File: src/rtl/craft_mix_columns_stream_pkg.sv
// craft_pkg: shared CRAFT cell width, MixColumns mode encodings and cell/column types.
package craft_pkg;
  localparam int CRAFT_CELL_W = 4;
  localparam logic MC_MODE_MIX = 1'b0;
  localparam logic MC_MODE_BYPASS = 1'b1;
  typedef logic [CRAFT_CELL_W-1:0] cell_t;
  typedef cell_t [3:0] column_t;
endpackage

File: src/rtl/craft_mix_columns_stream_mc_column.sv
// craft_mc_column: combinational CRAFT MixColumns (or bypass) on one 4-cell column, row 0 in the low bits.
module craft_mc_column
  import craft_pkg::*;
#(
  parameter int CELL_W = CRAFT_CELL_W
) (
  input  logic [4*CELL_W-1:0] col_in,
  input  logic                mode,
  output logic [4*CELL_W-1:0] col_out
);
  logic [CELL_W-1:0] a, b, c, d;
  assign {d, c, b, a} = col_in;
  // The matrix is involutory, so this same network also serves as the inverse.
  assign col_out = (mode == MC_MODE_BYPASS) ? col_in : {d, c, b ^ d, a ^ c ^ d};
endmodule

File: src/rtl/craft_mix_columns_stream.sv
// craft_mix_columns_stream: collects 4-cell columns LANES cells per beat, applies MixColumns
// or bypass, and streams them out; in_ready depends combinationally on out_ready.
module craft_mix_columns_stream
  import craft_pkg::*;
#(
  parameter int CELL_W = CRAFT_CELL_W,
  parameter int LANES = 1,
  parameter int COLS = 4
) (
  input  logic                    clk,
  input  logic                    rst_n,
  input  logic                    in_valid,
  output logic                    in_ready,
  input  logic [LANES*CELL_W-1:0] in_data,
  input  logic                    in_mode,
  output logic                    out_valid,
  input  logic                    out_ready,
  output logic [LANES*CELL_W-1:0] out_data,
  output logic                    out_last
);
  localparam int BEATS = 4 / LANES;
  localparam int LW = LANES * CELL_W;
  localparam int CW = 4 * CELL_W;
  localparam int CNT_W = BEATS > 1 ? $clog2(BEATS) : 1;
  localparam int COL_W = COLS > 1 ? $clog2(COLS) : 1;
  localparam logic [CNT_W-1:0] LAST = CNT_W'(BEATS - 1);
  localparam logic [COL_W-1:0] COL_LAST = COL_W'(COLS - 1);

  logic [CNT_W-1:0] in_cnt, out_cnt;
  logic [COL_W-1:0] col_cnt;
  logic             out_full, mode_q, col_mode;
  logic             in_fire, in_end, out_fire, out_end;
  logic [CW-1:0]    col_buf, col_merged, col_mixed, out_buf;

  assign out_fire = out_full && out_ready;
  assign out_end = out_fire && out_cnt == LAST;
  assign in_ready = (in_cnt != LAST) || !out_full || (out_ready && out_cnt == LAST);
  assign in_fire = in_valid && in_ready;
  assign in_end = in_fire && in_cnt == LAST;
  assign out_valid = out_full;
  assign out_data = out_buf[int'(out_cnt)*LW +: LW];
  assign out_last = out_full && out_cnt == LAST && col_cnt == COL_LAST;

  // The final beat always carries the top rows, so it is merged straight into the transform.
  always_comb begin
    col_merged = col_buf;
    col_merged[CW-LW +: LW] = in_data;
  end

  assign col_mode = (in_cnt == '0) ? in_mode : mode_q;

  craft_mc_column #(.CELL_W(CELL_W)) u_col (
    .col_in (col_merged),
    .mode   (col_mode),
    .col_out(col_mixed)
  );

  always_ff @(posedge clk or negedge rst_n) begin
    if (!rst_n) begin
      in_cnt <= '0;
      mode_q <= MC_MODE_MIX;
      col_buf <= '0;
    end else if (in_fire) begin
      in_cnt <= in_end ? '0 : in_cnt + 1'b1;
      mode_q <= col_mode;
      col_buf[int'(in_cnt)*LW +: LW] <= in_data;
    end
  end

  always_ff @(posedge clk or negedge rst_n) begin
    if (!rst_n) begin
      out_full <= 1'b0;
      out_buf <= '0;
    end else begin
      out_full <= in_end ? 1'b1 : out_end ? 1'b0 : out_full;
      out_buf <= in_end ? col_mixed : out_buf;
    end
  end

  always_ff @(posedge clk or negedge rst_n) begin
    if (!rst_n) begin
      out_cnt <= '0;
      col_cnt <= '0;
    end else if (out_fire) begin
      out_cnt <= out_end ? '0 : out_cnt + 1'b1;
      col_cnt <= !out_end ? col_cnt : (col_cnt == COL_LAST) ? '0 : col_cnt + 1'b1;
    end
  end
endmodule

File: config.mk
export PLATFORM = sky130hd
export DESIGN_NAME = craft_mix_columns_stream
export DESIGN_NICKNAME = d
export VERILOG_FILES = /design/src/rtl/craft_mix_columns_stream_pkg.sv /design/src/rtl/craft_mix_columns_stream_mc_column.sv /design/src/rtl/craft_mix_columns_stream.sv
export SDC_FILE = /design/constraint.sdc
export NUM_CORES = 1
export LEC_CHECK = 0
export ABC_AREA = 1
export CAP_MARGIN = 10
export CELL_PAD_IN_SITES_DETAIL_PLACEMENT = 0
export CELL_PAD_IN_SITES_GLOBAL_PLACEMENT = 1
export CORE_MARGIN = 2
export CORE_UTILIZATION = 43
export DETAILED_ROUTE_END_ITERATION = 6
export PLACE_DENSITY_LB_ADDON = 0.12
export SLEW_MARGIN = 20
export SYNTH_ARGS = -nofsm -noshare
export SYNTH_HDL_FRONTEND = slang
export SYNTH_HIERARCHICAL = 1
export SYNTH_SLANG_ARGS = --single-unit
File: constraint.sdc
create_clock -name clk -period 2.35 [get_ports clk]
set_clock_uncertainty 0.15 [all_clocks]
set_input_delay 0.705 -clock clk [delete_from_list [all_inputs] [get_ports clk]]
set_output_delay 0.705 -clock clk [all_outputs]
set_load 0.01 [all_outputs]
==> results of run 1 <==
-- cells in the final DEF (no fill, tap or decap), types with 3 or more instances in the layout --
cell and count:
sky130_fd_sc_hd__nand2_1 90, sky130_fd_sc_hd__dfrtp_1 36, sky130_fd_sc_hd__inv_1 29, sky130_fd_sc_hd__nor2_1 25, sky130_fd_sc_hd__nand3_1 21, sky130_fd_sc_hd__nand4_1 20, sky130_fd_sc_hd__o21ai_0 15, sky130_fd_sc_hd__buf_4 10
sky130_fd_sc_hd__clkdlybuf4s50_1 8, sky130_fd_sc_hd__clkbuf_8 7, sky130_fd_sc_hd__ha_1 6, sky130_fd_sc_hd__dlygate4sd2_1 5, sky130_fd_sc_hd__o22ai_1 4, sky130_fd_sc_hd__inv_2 3, sky130_fd_sc_hd__nand2_2 3, sky130_fd_sc_hd__a21oi_1 3
sky130_fd_sc_hd__xor2_1 3
-- cell families (layout without fill, tap and decap cells) --
family | after synthesis | count (layout) | share of synthesized area (%)
adders and majority gates | 7 | 7 | 4.103
DFF | 36 | 36 | 42.20
AOI/OAI and AO/OA | 24 | 24 | 6.506
xor gates and xnor gates | 4 | 4 | 1.993
buffers and inverters | 51 | 66 | 12.19
and+or+nand+nor | 161 | 161 | 33.00
-- state kept, by name, summed over array words and instances, names as in the netlist --
register   count
in_cnt         2
out_cnt        2
mode_q         1
col_cnt        2
out_valid      1
out_buf       16
col_buf       12
-- layout make-up --
type,count,area (um2)
Tap cell,67,83.83
Fill cell,502,2325
Inverter,33,125.1
Timing Repair Buffer,26,242.7
Clock buffer,7,96.34
Sequential cell,36,900.9
Multi-Input combinational cell,196,980.9
-- worst min-delay path: cells and delay by family, from the launching register on --
kind	cells	cell delay [ps]
flops	1	350
simple gates	2	90
-- routing by layer --
metal	wire [um]	part of all wire, %	track usage [%]	vias up
li1	-	-	-	930
met1	2330	52	24.85	808
met2	2044	45	29.70	25
met3	108	2.4	4.065	4
met4	28	0.62	3.571	0
met5	0	0	0	-
-- through the flow --
step | util (%) | setup slack [ps] | instance area, um2 | hold slack [ps]
2_1_floorplan | - | 412.1 | 2135 | 259.4
3_3_place_gp | 48.79 | -423.0 | 2320 | 302.1
3_5_place_dp | 48.79 | -430.3 | 2320 | 307.7
4_1_cts | 51.05 | 13.31 | 2427 | 325.3
5_1_grt | 51.11 | -10.93 | 2430 | 349.2
6_report | 51.11 | 77.77 | 2430 | 326.3
-- what timing repair did --
action / in CTS / in global routing
gates resized for setup: 13 / 1
setup buffers: 1 / 0
gates cloned: 0 / 0
pin swaps: 0 / 1
endpoints found under the setup margin: 6 / 2
-- power groups by stage --
stage          combinational (W)  clock [W]  sequential [W]
2_1_floorplan            0.00112          0         0.00101
3_3_place_gp             0.00146          0         0.00105
3_5_place_dp             0.00148          0         0.00105
4_1_cts                  0.00147   0.000485         0.00104
5_1_grt                  0.00166   0.000509         0.00107
6_report                 0.00145   0.000475         0.00104
-- worst min-delay path by stage --
stage                       end  slack, ps  cells past startpoint        start
CTS                  out_buf[6]        330                      2   out_buf[6]
global route         out_buf[9]        350                      2   out_buf[9]
floorplan            col_buf[0]        260                      0        rst_n
detailed placement   out_buf[6]        310                      2   out_buf[6]
global placement     out_buf[4]        300                      2   out_buf[4]
finish              out_buf[15]        330                      2  out_buf[15]
==> metrics.md, run 1 <==
| Metric | Value |
|---|---|
| Layout area overhead | 13.83% |
| Largest voltage drop on the vdd net | 0.6181 mV |
| Number of design-rule violations left by the first detailed-router iteration | 57 |
| Worst path cell trace | clkinv_2, buf_4, nor2_1, o22ai_1, dlygate4sd2_1 |
| Setup_tns | 0 ps |
| Cell area power density | 1222 nW/um2 |
| Pre-Repair DR Iteration Count | 5 |
| FF-to-FF Start | in_cnt[0] |
| Post-Route WL | 4512 um |
| Cell area after technology mapping | 2135 um2 |
| Worst R2R End | out_buf[6] |
| Reg2Reg Depth | 10 |
| Starting Density | 44.89% |
| Number of buffer and inverter stages on the critical path | 3 |
| Synth Flop Type | sky130_fd_sc_hd__dfrtp_1 |
| Top fanout value on the critical path | 8 |
| Cell Rows | 25 |
| Synth async-reset ratio | 100.0% |
| Total global-route track usage | 18.12% |
| Leak | 1.297 nW |
| Vias after detailed routing | 1,767 |
| Max Slew Vio Count | 0 |
| Overall die area | 5544 um2 |
| Area of the core region | 4755 um2 |
| Cell at the root of the clock tree | sky130_fd_sc_hd__clkbuf_8 |
| Share of the clock period used by the worst path after layout | 96.69% |
| Fraction of post-synthesis cell area in the top cell type by area | 42.20% |
| Clock input transition at the sequential cells of the worst setup and hold paths | 70 ps |
| Number of stages on the worst setup path | 5 |
| Distinct cell type count of the synthesized netlist | 21 |
| Logic gate share of total power | 49.0% |
| Port buffer count | 15 |
| Largest stage delay, worst path | 390 ps |
| Critical path data required time | 1490 ps |
| Post-CTS Hold Buffers | 0 |
| Post-synthesis cell count | 283 |
| Yosys warning count | 6 |
| Cell at the slowest stage of the critical path | sky130_fd_sc_hd__dfrtp_1 |
| Sequential-to-total area share from yosys stat | 42.20% |
| Switching part of the total power | 42.50% |
| Inserted Clock Buffers | 5 |
| Final weighted congestion in routability-driven placement | 0.7991 |
| Drc violations | 0 |
| Yosys reg bits | 36 |
| First-pass GRT wire length | 7797 um |
| Ranking of synthesized cells by area | sky130_fd_sc_hd__dfrtp_1, sky130_fd_sc_hd__nand2_1, sky130_fd_sc_hd__nand4_1 |
| Number of H-tree levels | 2 |
| Drt wl/cell | 12.36 um |
| Result of the run | finished, final reports clean |
| Unrepaired setup endpoints after global routing | yes |
| Minimum clock period | 2272 ps |
| Post-route ant nets | 0 |
| Beginning of the critical path | out_cnt[0] |
| Worst min path class | reg2reg |
| Crit path capture | out_data[0] |
| Final std cells w/o fill | 365 |
| Count of flip-flops with a built-in enable after synthesis | 0 |
| Antenna Cells | 0 |
| Arrival time at the worst endpoint | 1420 ps |
| Cell family with most CP delay | buffers and inverters |
| Sink Count | 36 |
| Count of placed standard cells including taps | 357 |
| Final Net Count | 314 |
| Syn Area/Cell | 7.543 um2 |
| Global route overflow | 0 |
| Net switching power | 0.001261 W |
| Pin count of the biggest net entering global routing | 37 |
| Number of vias per cell | 4.841 |
| Horizontal extent of the die | 74.46 um |
| Dominant cell type by area after synthesis | sky130_fd_sc_hd__dfrtp_1 |
| Internal power consumption | 0.001707 W |
| Setup crit end kind | output port |
| Worst relative slew slack | 68.91% |
| Number of top-level pins | 16 |
| WS Path Type | reg2out |
| List of most frequent post-synthesis cells | sky130_fd_sc_hd__nand2_1, sky130_fd_sc_hd__dfrtp_1, sky130_fd_sc_hd__inv_1 |
| Post-route total power | 0.002968 W |
| Number of max-cap violations | 0 |
| Number of antenna violations at the first check in global routing | 0 |
| Achievable clock frequency | 440.1 MHz |
| Share of cells above drive strength 1 | 10.40% |
| Worst-case register-to-register setup slack | 310 ps |
| Hpwl dp | 3300 um |
| Vias in the first global route | 1,678 |
| Clk pwr share | 16.0% |
| Die span in y | 74.46 um |
| Post-synthesis net count | 299 |
| Slew at the pin closest to its max-slew limit | 466.4 ps |
| CTS tree | built |
| Most frequent cell after synthesis | sky130_fd_sc_hd__nand2_1 |
| Fraction of power consumed by sequential logic | 35.0% |
| Clock latency at the later pin of the worst-skew pair | 280 ps |
| Number of hold violations in the final report | 0 |
| Setup crit start kind | register |
| Number of buffers on the longest clock path | 2 |
| Final setup violation count | 0 |
Note: power is estimated with default switching activity, not from simulation.
==> run 2, diff against run 1 <==
--- a/config.mk
+++ b/config.mk
@@ -10,7 +10,7 @@
 export CELL_PAD_IN_SITES_DETAIL_PLACEMENT = 0
 export CELL_PAD_IN_SITES_GLOBAL_PLACEMENT = 1
 export CORE_MARGIN = 2
-export CORE_UTILIZATION = 43
+export CORE_UTILIZATION = 23
 export DETAILED_ROUTE_END_ITERATION = 6
 export PLACE_DENSITY_LB_ADDON = 0.12
 export SLEW_MARGIN = 20
==> run 2 against run 1 <==
Effect of this change:
- power rose by 4.9%
- clock power rose by 19%
- die area rose by 82%
- final cell count rose by 13%
- first-iteration DRC count fell by 8.8%
- via count fell by 0.34%
- core utilization fell by 24 points
- flip-flop and latch count did not move
- critical path depth fell by 1
- design area rose by 2.6%
- routed wire length rose by 22%
- critical path type is now in2out
- largest cell class unchanged
==> metrics.md, run 2 (same netlist as run 1, synthesis figures left out) <==
| Metric | Value |
|---|---|
| Final Net Count | 315 (+0.32%) |
| Post-Route WL | 5483 um (+22%) |
| Setup_tns | 0 ps (unchanged) |
| Setup crit start kind | primary input |
| Final weighted congestion in routability-driven placement | 0.7025 (-12%) |
| Drt wl/cell | 13.34 um (+7.9%) |
| Clock input transition at the sequential cells of the worst setup and hold paths | 80 ps (about the same) |
| First-pass GRT wire length | 9259 um (+19%) |
| Registers with the highest flip-flop counts | out_buf x16, col_buf x12 |
| Clock latency at the later pin of the worst-skew pair | 290 ps (about the same) |
| Most frequent cells in the layout | sky130_fd_sc_hd__nand2_1, sky130_fd_sc_hd__dfrtp_1, sky130_fd_sc_hd__inv_1, sky130_fd_sc_hd__nor2_1, sky130_fd_sc_hd__nand3_1 |
| Pre-Repair DR Iteration Count | 4 (-1) |
| Drc violations | 0 (unchanged) |
| Cell at the root of the clock tree | sky130_fd_sc_hd__clkbuf_8 |
| Hpwl dp | 4067 um (+23%) |
| Die span in y | 100.3 um (+35%) |
| Top fanout value on the critical path | 2 (-6) |
| WS Path Type | in2out |
| Post-route cell area | 2492 um2 (+2.6%) |
| Clk pwr share | 18.1% (+2.1 points) |
| Vias in the first global route | 1,740 (+3.7%) |
| Net switching power | 0.001356 W (+7.5%) |
| Final Worst Setup Slack | 143.4 ps (+65.62 ps) |
| Largest reg by FF count | out_buf |
| Inserted Clock Buffers | 5 (unchanged) |
| Cell area power density | 1249 nW/um2 (+2.3%) |
| Internal power consumption | 0.001758 W (+3.0%) |
| Overall die area | 10,070 um2 (+82%) |
| Pin count of the biggest net entering global routing | 37 (unchanged) |
| Number of max-cap violations | 0 (unchanged) |
| Share of cells above drive strength 1 | 13.67% (+3.3 points) |
| Number of vias per cell | 4.285 (-11%) |
| Layout area overhead | 16.76% |
| Post-route ant nets | 0 (unchanged) |
| Share of the clock period used by the worst path after layout | 93.90% (-2.8 points) |
| CTS tree | built |
| Number of flip-flops under the largest register name | 16 (unchanged) |
| Max Slew Vio Count | 0 (unchanged) |
| Critical path data required time | 1490 ps (about the same) |
| Largest voltage drop on the vdd net | 0.3195 mV (-48%) |
| Post-CTS Hold Buffers | 0 (unchanged) |
| Number of H-tree levels | 2 (unchanged) |
| Logic gate share of total power | 48.1% (-0.9 points) |
| Worst relative slew slack | 65.79% (-3.1 points) |
| Global route overflow | 0 (unchanged) |
| Result of the run | finished, final reports clean |
| Achievable clock frequency | 453.2 MHz (+3.0%) |
| Minimum clock period | 2207 ps (-65.62 ps) |
| Number of buffers on the longest clock path | 2 (unchanged) |
| Placed cell areas | 2370 um2 (+2.2%) |
| Number of antenna violations at the first check in global routing | 0 (unchanged) |
| Total global-route track usage | 12.18% (-5.9 points) |
| Leak | 1.290 nW (-0.52%) |
| Unrepaired setup endpoints after global routing | no |
| Port buffer count | 15 (unchanged) |
| Number of hold violations in the final report | 0 (unchanged) |
| Worst min path class | in2async |
| Antenna Cells | 0 (unchanged) |
| Vias after detailed routing | 1,761 (-0.34%) |
| Switching part of the total power | 43.53% (+1.0 points) |
| Fraction of power consumed by sequential logic | 33.7% (-1.3 points) |
| Horizontal extent of the die | 100.3 um (+35%) |
| Area of the core region | 9109 um2 (+92%) |
| Setup crit end kind | output port |
| Arrival time at the worst endpoint | 1350 ps (-70 ps) |
| Slew at the pin closest to its max-slew limit | 513.1 ps (+46.67 ps) |
| Starting Density | 23.43% (-21 points) |
| Final setup violation count | 0 (unchanged) |
| Number of design-rule violations left by the first detailed-router iteration | 52 (-8.8%) |
| Number of top-level pins | 16 (unchanged) |
| Cell Rows | 35 (+40%) |
| Number of fill cells | 1,045 (+110%) |
| Sink Count | 36 (unchanged) |
| Commonest non-fill, non-tap cell in the layout | sky130_fd_sc_hd__nand2_1 |
| Pre-CTS WS | -454.7 ps (-24.39 ps) |
[run 2: critical path, cell delays in order]
cell and delay (ps):
sky130_fd_sc_hd__dlygate4sd2_1 250, sky130_fd_sc_hd__nand2_2 100, sky130_fd_sc_hd__nand2_4 70, sky130_fd_sc_hd__clkdlybuf4s15_2 220
[run 2: final timing paths]
path	slack (ps)	end	cells after the start	startpoint
hold reg to reg	330	out_buf[7]	2	out_buf[7]
setup / recovery	140	in_ready	4	out_ready
min in group clk	330	out_buf[7]	2	out_buf[7]
max in group asynchronous	1380	col_buf[3]	2	rst_n
hold / removal	300	col_cnt[1]	2	rst_n
setup reg to reg	270	out_buf[5]	10	in_cnt[0]
[run 2: through the flow]
| step | utilization, % | cells | hold slack [ps] | total power, W |
|---|---|---|---|---|
| after floorplan | - | 283 | 259.4 | 0.002125 |
| after global placement | 26.02 | 401 | 298.4 | 0.002579 |
| after detailed placement | 26.02 | 401 | 304.5 | 0.002587 |
| after CTS | 27.43 | 411 | 328.4 | 0.003154 |
| after global routing | 27.36 | 411 | 348.1 | 0.003434 |
| final | 27.36 | 411 | 304.0 | 0.003114 |
[run 2: layout make-up]
class	instances	area, um2	area share, %
multi-input cells	196	988.4	39.66
flip-flops and latches	36	900.9	36.14
repair buffers	27	226.5	9.086
well taps	111	138.9	5.572
inverters	33	126.4	5.070
clock buffers	5	68.82	2.761
clock inverters	3	42.54	1.707
[run 2: repair_timing]
item,4_1_cts,5_1_grt
pin swaps,1,0
setup buffers,2,0
setup endpoints to repair,6,4
resized for setup,14,13
[run 2: metal layers]
| metal | track usage, % | vias up | wire, um |
|---|---|---|---|
| li1 | - | 937 | - |
| met1 | 17.30 | 794 | 2909 |
| met2 | 18.33 | 22 | 2342 |
| met3 | 2.577 | 8 | 150 |
| met4 | 4.110 | 0 | 80 |
| met5 | 0 | - | 0 |
[run 2: power by group through the flow]
stage	Sequential, W	Clock [W]	Combinational (W)
6_report	0.00105	0.000565	0.00150
3_5_place_dp	0.00106	0	0.00152
4_1_cts	0.00105	0.000581	0.00152
3_3_place_gp	0.00106	0	0.00152
5_1_grt	0.00109	0.000604	0.00174
2_1_floorplan	0.00101	0	0.00112
==> run 3, diff against run 2 <==
==> constraint.sdc (replaced) <==
create_clock -name clk -period 2.35 [get_ports clk]
set_clock_uncertainty 0.15 [all_clocks]
set_input_delay 0.705 -clock clk [delete_from_list [all_inputs] [get_ports clk]]
set_output_delay 0.705 -clock clk [all_outputs]
set_load 0.02 [all_outputs]
==> run 3 against run 2 <==
Effect of this change:
- clock power is 3% lower
- power is 2.3% higher
- routed wire length is 0.67% lower
- first-iteration DRC count is 31% lower
- critical path type is now reg2out
==> metrics.md, run 3 (same netlist as run 1, synthesis figures left out) <==
| Metric | Value |
|---|---|
| Top fanout value on the critical path | 8 (+6) |
| Number of hold violations in the final report | 0 (unchanged) |
| Global route overflow | 0 (unchanged) |
| First-pass GRT wire length | 9349 um (+0.97%) |
| Achievable clock frequency | 443.9 MHz (-2.0%) |
| Area of the core region | 9109 um2 (unchanged) |
| Horizontal extent of the die | 100.3 um (unchanged) |
| Clock input transition at the sequential cells of the worst setup and hold paths | 80 ps (about the same) |
| Cell Rows | 35 (unchanged) |
| Clock latency at the later pin of the worst-skew pair | 290 ps (about the same) |
| Cell area power density | 1273 nW/um2 (+1.9%) |
| Final weighted congestion in routability-driven placement | 0.6918 (-1.5%) |
| Post-Route WL | 5446 um (-0.67%) |
| Worst relative slew slack | 67.49% (+1.7 points) |
| FF-to-FF Start | in_cnt[0] |
| Overall die area | 10,070 um2 (unchanged) |
| Vias in the first global route | 1,771 (+1.8%) |
| Sink Count | 36 (unchanged) |
| Slew at the pin closest to its max-slew limit | 487.7 ps (-25.38 ps) |
| Drc violations | 0 (unchanged) |
| Largest stage delay, worst path | 390 ps (+140 ps) |
| Largest reg by FF count | out_buf |
| Worst min path class | in2async |
| Fraction of power consumed by sequential logic | 32.6% (-1.1 points) |
| Sequential standard cell area | 900.9 um2 (unchanged) |
| Pre-Repair DR Iteration Count | 4 (unchanged) |
| Commonest non-fill, non-tap cell in the layout | sky130_fd_sc_hd__nand2_1 |
| Pin count of the biggest net entering global routing | 37 (unchanged) |
| Logic gate share of total power | 50.2% (+2.1 points) |
| Cell at the root of the clock tree | sky130_fd_sc_hd__clkbuf_8 |
| Net switching power | 0.001384 W (+2.1%) |
| Setup crit end kind | output port |
| Registers with the highest flip-flop counts | out_buf x16, col_buf x12 |
| Number of antenna violations at the first check in global routing | 0 (unchanged) |
| Number of buffer and inverter stages on the critical path | 3 (+1) |
| Number of vias per cell | 4.297 (+0.29%) |
| Number of H-tree levels | 2 (unchanged) |
| Max Slew Vio Count | 0 (unchanged) |
| Minimum clock period | 2253 ps (+46.16 ps) |
| Clk pwr share | 17.2% (-0.9 points) |
| Post-CTS Hold Buffers | 0 (unchanged) |
| Drt wl/cell | 13.15 um (-1.4%) |
| Share of the clock period used by the worst path after layout | 95.86% (+2.0 points) |
| Number of design-rule violations left by the first detailed-router iteration | 36 (-31%) |
| Layout area overhead | 17.23% |
| Worst-case register-to-register setup slack | 250 ps (-20 ps) |
| Cell at the slowest stage of the critical path | sky130_fd_sc_hd__dfrtp_1 |
| Worst R2R End | out_buf[6] |
| Vias after detailed routing | 1,779 (+1.0%) |
| Largest voltage drop on the vdd net | 0.3929 mV (+23%) |
| Starting Density | 23.43% (unchanged) |
| Final setup violation count | 0 (unchanged) |
| Util after Layout | 27.47% (+0.11 points) |
| Number of fill cells | 1,046 (+0.096%) |
| Unrepaired setup endpoints after global routing | no |
| Port buffer count | 15 (unchanged) |
| Setup_tns | 0 ps (unchanged) |
| Pre-CTS WS | -520.5 ps (-65.86 ps) |
| CP most frequent cell | sky130_fd_sc_hd__buf_4 |
| Antenna Cells | 0 (unchanged) |
| Die span in y | 100.3 um (unchanged) |
| Cell family with most CP delay | buffers and inverters |
| Critical path data required time | 1490 ps (about the same) |
| Number of max-cap violations | 0 (unchanged) |
| Final Worst Setup Slack | 97.22 ps (-46.16 ps) |
| Final Net Count | 318 (+0.95%) |
| Setup crit start kind | register |
| Number of top-level pins | 16 (unchanged) |
| Total global-route track usage | 12.11% (-0.071 points) |
| CTS tree | built |
| Share of cells above drive strength 1 | 13.20% (-0.47 points) |
| Hpwl dp | 4054 um (-0.32%) |
| Most frequent cells in the layout | sky130_fd_sc_hd__nand2_1, sky130_fd_sc_hd__dfrtp_1, sky130_fd_sc_hd__inv_1, sky130_fd_sc_hd__nor2_1, sky130_fd_sc_hd__nand3_1 |
| Number of flip-flops under the largest register name | 16 (unchanged) |
| Footprint of the multi-input gates | 978.4 um2 (-1.0%) |
| Arrival time at the worst endpoint | 1400 ps (+50 ps) |
| Switching part of the total power | 43.43% (-0.098 points) |
| WS Path Type | reg2out |
| Result of the run | finished, final reports clean |
| Number of buffers on the longest clock path | 2 (unchanged) |
| Internal power consumption | 0.001802 W (+2.5%) |
| Inserted Clock Buffers | 5 (unchanged) |
| Reg2Reg Depth | 10 (unchanged) |
| Worst path cell trace | buf_4, buf_4, o21ai_0, o22ai_1, buf_2 |
| Post-route ant nets | 0 (unchanged) |
| Leak | 1.306 nW (+1.2%) |
-- run 3: cell count changes in the layout (fill, tap and decap cells not counted), sizes merged --
cell           change
buf                +8
clkinvlp           -1
dlygate4sd2        -1
clkbuf             -2
clkdlybuf4s15      -1
-- run 3: worst max-delay path by stage --
stage / start / to / slack (ps) / depth (start not counted)
6_report: out_cnt[0] / out_data[3] / 100 / 5
5_1_grt: out_cnt[0] / out_data[1] / 10 / 6
4_1_cts: out_cnt[0] / out_data[1] / 50 / 6
3_5_place_dp: out_ready / in_ready / -520 / 4
3_3_place_gp: out_ready / in_ready / -520 / 4
2_1_floorplan: out_ready / in_ready / 380 / 3
-- run 3: through the flow --
| stage | area [um2] | std cells | hold WS [ps] | power [W] |
|---|---|---|---|---|
| final | 2502 | 414 | 302.2 | 0.003186 |
| after floorplan | 2135 | 283 | 259.4 | 0.002186 |
| after global routing | 2502 | 414 | 338.2 | 0.003530 |
| after CTS | 2500 | 414 | 318.9 | 0.003233 |
| after detailed placement | 2400 | 405 | 308.0 | 0.002696 |
| after global placement | 2400 | 405 | 304.3 | 0.002687 |
-- run 3: final cells by class --
cell class,instances,share of cell area [%]
Clock buffer,6,2.900
Sequential cell,36,36.00
Inverter,33,5.050
Tap cell,111,5.550
Multi-Input combinational cell,196,39.10
Clock inverter,2,1.400
Timing Repair Buffer,30,10.00
-- run 3: worst reg2reg max path, cell delays in order, from the launching register on --
cell and delay (ps):
sky130_fd_sc_hd__dfrtp_1 350, sky130_fd_sc_hd__buf_4 140, sky130_fd_sc_hd__inv_1 100, sky130_fd_sc_hd__ha_1 260
sky130_fd_sc_hd__o21ai_0 320, sky130_fd_sc_hd__inv_2 200, sky130_fd_sc_hd__nand2_1 110, sky130_fd_sc_hd__xor2_1 140
sky130_fd_sc_hd__inv_1 50, sky130_fd_sc_hd__nand4_1 100, sky130_fd_sc_hd__nand2_1 60
-- run 3: metal layers --
metal	part of all wire [%]	GRT usage, %
met5	0	0
met4	0.83	3.477
met3	2.9	2.577
met2	44	19.00
met1	52	16.79
-- run 3: timing repair --
action / 4_1_cts / 5_1_grt
resized for setup: 26 / 7
setup endpoints to repair: 6 / 4
setup buffers: 1 / 0
pin swaps: 2 / 0
hold endpoints to repair: 0 / 0
-- run 3: power groups by stage --
stage | logic [W] | registers (W) | clock network [W]
final | 0.00160 | 0.00104 | 0.000547
after floorplan | 0.00117 | 0.00102 | 0
after global routing | 0.00185 | 0.00108 | 0.000597
after global placement | 0.00163 | 0.00106 | 0
after detailed placement | 0.00164 | 0.00106 | 0
after CTS | 0.00161 | 0.00105 | 0.000579
